File: src/rtl/ascon_output_serializer.sv
// Buffers ascon cipher words and the final tag, then re-emits them as one ordered
// 64-bit valid/ready stream: cipher words, tag[127:64], tag[63:0] (last).
module ascon_output_serializer #(
    parameter int DEPTH = 4
) (
    input  logic                       clock,
    input  logic                       reset_n,
    input  logic                       i_sys_enable,
    input  logic                       i_valid_cipher,
    input  logic [63:0]                i_cipher,
    input  logic                       i_done,
    input  logic [127:0]               i_tag,
    input  logic                       i_ready,
    output logic                       o_valid,
    output logic [63:0]                o_data,
    output logic                       o_kind,
    output logic                       o_last,
    output logic [$clog2(DEPTH+1)-1:0] o_level,
    output logic                       o_busy,
    output logic                       o_overflow
);

    localparam int AW = $clog2(DEPTH);
    localparam int LW = $clog2(DEPTH + 1);

    typedef enum logic [1:0] {ST_CIPHER, ST_TAG_HI, ST_TAG_LO} state_t;

    state_t         state;
    state_t         state_next;
    logic [63:0]    mem [DEPTH];
    logic [LW-1:0]  wr_ptr;
    logic [LW-1:0]  rd_ptr;
    logic [LW-1:0]  level;
    logic [LW-1:0]  level_next;
    logic [127:0]   tag_reg;
    logic           tag_pending;
    logic           tag_pending_next;
    logic           overflow;
    logic           empty;
    logic           full;
    logic           beat;
    logic           pop;
    logic           push;
    logic           cipher_drop;
    logic           tag_take;
    logic           tag_drop;
    logic           tag_release;

    // Pointers carry one wrap bit so full and empty are distinguishable
    assign level = wr_ptr - rd_ptr;
    assign empty = (level == '0);
    assign full  = (level == LW'(DEPTH));

    always_comb begin
        o_valid = 1'b0;
        o_data  = '0;
        o_kind  = 1'b0;
        o_last  = 1'b0;
        case (state)
            ST_CIPHER: begin
                o_valid = !empty;
                o_data  = empty ? 64'd0 : mem[rd_ptr[AW-1:0]];
            end
            ST_TAG_HI: begin
                o_valid = 1'b1;
                o_data  = tag_reg[127:64];
                o_kind  = 1'b1;
            end
            ST_TAG_LO: begin
                o_valid = 1'b1;
                o_data  = tag_reg[63:0];
                o_kind  = 1'b1;
                o_last  = 1'b1;
            end
            default: begin
                o_valid = 1'b0;
            end
        endcase
    end

    assign beat        = o_valid & i_ready;
    assign pop         = beat & (state == ST_CIPHER);
    assign push        = i_valid_cipher & (!full | pop);
    assign cipher_drop = i_valid_cipher & full & !pop;
    assign tag_take    = i_done & !tag_pending;
    assign tag_drop    = i_done & tag_pending;
    assign tag_release = beat & (state == ST_TAG_LO);

    assign tag_pending_next = (tag_pending & !tag_release) | tag_take;
    assign level_next       = level + LW'(push) - LW'(pop);

    // Tag emission starts only once the FIFO drains, judged on post-update occupancy
    always_comb begin
        state_next = state;
        case (state)
            ST_CIPHER: if (tag_pending_next && (level_next == '0)) state_next = ST_TAG_HI;
            ST_TAG_HI: if (beat) state_next = ST_TAG_LO;
            ST_TAG_LO: if (beat) state_next = ST_CIPHER;
            default:   state_next = ST_CIPHER;
        endcase
    end

    always_ff @(posedge clock or negedge reset_n) begin
        if (!reset_n) begin
            state       <= ST_CIPHER;
            wr_ptr      <= '0;
            rd_ptr      <= '0;
            tag_pending <= 1'b0;
            overflow    <= 1'b0;
        end else if (i_sys_enable) begin
            state       <= state_next;
            tag_pending <= tag_pending_next;
            if (push)                   wr_ptr   <= wr_ptr + LW'(1);
            if (pop)                    rd_ptr   <= rd_ptr + LW'(1);
            if (cipher_drop | tag_drop) overflow <= 1'b1;
        end
    end

    always_ff @(posedge clock) begin
        if (i_sys_enable) begin
            if (push)     mem[wr_ptr[AW-1:0]] <= i_cipher;
            if (tag_take) tag_reg             <= i_tag;
        end
    end

    assign o_level    = level;
    assign o_busy     = !empty | tag_pending;
    assign o_overflow = overflow;

endmodule

File: config.mk
export PLATFORM = sky130hd
export DESIGN_NAME = ascon_output_serializer
export DESIGN_NICKNAME = d
export VERILOG_FILES = /design/src/rtl/ascon_output_serializer.sv
export SDC_FILE = /design/constraint.sdc
export NUM_CORES = 1
export LEC_CHECK = 0
export CELL_PAD_IN_SITES_DETAIL_PLACEMENT = 0
export CELL_PAD_IN_SITES_GLOBAL_PLACEMENT = 1
export CORE_ASPECT_RATIO = 0.7
export CORE_UTILIZATION = 27
export DETAILED_ROUTE_END_ITERATION = 12
export PLACE_DENSITY_LB_ADDON = 0.1
export RECOVER_POWER = 25
export SETUP_SLACK_MARGIN = 0.15
export SYNTH_ARGS = -nofsm -noshare
export SYNTH_HDL_FRONTEND = slang
export SYNTH_SLANG_ARGS = --single-unit
File: constraint.sdc
create_clock -name clock -period 15.35 [get_ports clock]
set_input_delay 3.07 -clock clock [delete_from_list [all_inputs] [get_ports clock]]
set_output_delay 3.07 -clock clock [all_outputs]
set_load 0.1 [all_outputs]
==> flow_summary.json <==
{
  "nFillCells": 5092,
  "cp_max_fo": 64,
  "syn_avg_cell_area_um2": 21.0,
  "drtAntennaViolNets": 0,
  "clock_sinks": 394,
  "critPathMaxStageDelay_ps": 1180,
  "clk_path_buf_depth": 3,
  "slew_violations": 0,
  "drt_pass1_iterations": 6,
  "fin_crit_ps": 8110,
  "core-area_um2": 54200,
  "whs_ps": 473,
  "yosysSeqAreaShare_pct": 78.8,
  "nets": 1203,
  "worstPathArrival_ps": 5040,
  "cts_tree": "done",
  "routed_via_density": 4.57,
  "grt_pass1_vias": 8739,
  "drc": 0,
  "die_h_um": 199,
  "max-cap-violations": 0,
  "finalSetupViolCount": 0,
  "slew_headroom_pct": 25.3,
  "die_area_um2": 56400,
  "period_share_pct": 52.8,
  "crit_chain": "ha_1 -> fa_1 -> nand2_1 -> o21a_4 -> a222oi_1 -> nor2_1 -> clkdlybuf4s50_1",
  "pre_cts_ws_ps": 7650,
  "antenna_found_initial": 6,
  "largest_reg_flops": 256,
  "area_delta_synth_final_pct": 32.6,
  "status": "finished clean",
  "crit_slowest_cell": "clkdlybuf4s50_1",
  "rsz0062_at_grt": "no",
  "cp.required_ps": 12280,
  "hold_class": "reg -> reg",
  "drt_iter0_markers": 637,
  "fin_setup_tns_ps": 0,
  "clk_pin_slew_ps": 60,
  "wirelength_um": 37700,
  "port_buffers": 269,
  "hold_viol_final": 0,
  "layout-drive-gt1-share_pct": 14.3,
  "cts_root_buffer": "clkbuf_16",
  "grt_pass1_wl_um": 56900,
  "netlist_area_um2": 15000,
  "synth_cell_type_count": 40,
  "die_w_um": 283,
  "holdBufCountCts": 0,
  "vias": 7985,
  "fin_util_pct": 36.6,
  "setup.worst_path.end_class": "output port",
  "grt_overflow_total": 0,
  "syn-num-nets": 925,
  "wire_per_inst_um": 21.6,
  "cts-buffers-inserted": 42,
  "cts.repair.resized": 0,
  "place_congestion": 0.695,
  "worst_pin_slew_ps": 1120,
  "max_freq_mhz": 123,
  "path_class": "reg -> out",
  "grt_max_degree": 70,
  "ioPinCount": 270,
  "grt_usage_pct": 13.6,
  "dp_hpwl_um": 22400,
  "clock_skew_ps": 9.02,
  "syn_inst": 712,
  "synth-seq-cells": 394,
  "cts-htree-levels": 2,
  "antenna_cells": 0,
  "start_util_pct": 27.6,
  "layout_setup_ws_ps": 7240,
  "row_count": 71,
  "clk_latency_ps": 560,
  "ys_warn_count": 0,
  "cts_setup_buffers": 0,
  "start_kind": "flip-flop"
}
==> kinds of logic after synthesis <==
group / count (synthesis) / share of synthesized area (%)
and+or+nand+nor: 84 / 2.24
adders and majority gates: 15 / 1.36
buffers and inverters: 61 / 1.94
AOI/OAI and AO/OA: 85 / 5.40
xor gates and xnor gates: 7 / 0.519
DFF: 394 / 78.8
muxes: 66 / 9.79
==> area by class of cell <==
| class | count | area, um^2 | share of cell area, % |
|---|---|---|---|
| sequential | 394 | 11800 | 59.4 |
| multi-input combinational | 257 | 2960 | 14.9 |
| timing repair buffer | 278 | 2760 | 13.9 |
| clock buffer | 53 | 1160 | 5.83 |
| tap | 730 | 913 | 4.60 |
| clock inverter | 20 | 194 | 0.977 |
| inverter | 17 | 65.1 | 0.328 |
==> cells in the mapped netlist <==
cell type,number,area [um^2]
a2111oi_0,1,8.76
a21o_1,4,30.0
a21oi_1,1,5.00
a221o_1,1,10.0
a222oi_1,64,641
and3_1,2,12.5
buf_1,1,3.75
buf_2,7,35.0
buf_6,7,78.8
clkbuf_1,29,109
dfrtp_1,10,250
edfxtp_1,384,11500
fa_1,2,40.0
ha_1,13,163
inv_1,17,63.8
mux2_1,1,11.3
mux2_2,1,11.3
mux4_2,64,1440
nand2_1,5,18.8
nand3_1,2,10.0
nand3b_1,1,7.51
nor2_1,70,263
nor3_1,1,5.00
nor4_1,1,6.26
o2111ai_1,1,8.76
o211a_1,1,10.0
o211ai_1,3,22.5
o211ai_2,1,12.5
o21a_1,2,15.0
o21ai_0,1,5.00
o21ai_1,1,5.00
o21ba_2,1,10.0
o22a_1,1,8.76
o311ai_1,1,8.76
o31ai_1,1,7.51
or2_1,1,6.26
or3_1,1,6.26
xnor2_1,5,43.8
xor2_1,1,8.76
xor3_2,1,25.0
==> per-layer routing <==
layer | vias up | global-route usage, % | wire length [um]
met5 | - | 0 | 46
met4 | 8 | 3.56 | 653
met3 | 58 | 3.60 | 2490
met2 | 241 | 20.8 | 16800
met1 | 4110 | 19.1 | 17700
li1 | 3568 | - | -
==> through the flow <==
| stage | instance area (um^2) | instances |
|---|---|---|
| after floorplan | 15000 | 712 |
| after global placement | 18500 | 1676 |
| after detailed placement | 18500 | 1676 |
| after CTS | 19800 | 1749 |
| after global routing | 19800 | 1749 |
| final | 19800 | 1749 |
==> final timing paths <==
kind | startpoint | endpoint | slack (ps) | depth (start not counted)
min in group asynchronous | reset_n | o_overflow | 2920 | 1
worst max-delay path | rd_ptr[0] | o_data[12] | 7240 | 7
max in group asynchronous | reset_n | rd_ptr[0] | 11940 | 1
worst min-delay path | o_overflow | o_overflow | 470 | 1
worst max register to register | rd_ptr[0] | state[0] | 10950 | 14
worst min register to register | o_overflow | o_overflow | 470 | 1
==> placed cells by master, fill, tap and decap left out, types with 3 or more instances in the layout <==
master           instances
a21o_1                   4
a222oi_1                64
buf_4                    9
bufinv_16                4
clkbuf_1                 8
clkbuf_16               45
clkdlybuf4s50_1        115
clkinv_1                 7
clkinv_2                 9
dfrtp_1                  8
dlygate4sd3_1          154
edfxtp_1               384
ha_1                    10
ha_4                     3
inv_1                   16
mux4_2                  64
nand2_1                  5
nor2_1                  66
nor2_4                   4
o211ai_1                 3
xnor2_1                  5
==> worst max-delay path, delay by kind of cell, from the launching register on <==
family,cells,cell delay (ps)
buf+inv,1,1180
compound gates,2,1050
flops,1,890
fa+ha+maj,2,810
simple gates,2,490
Power is left out: the tool's default activity adds up to more than one toggle a clock period on the data nets, which glitch-free logic cannot reach.
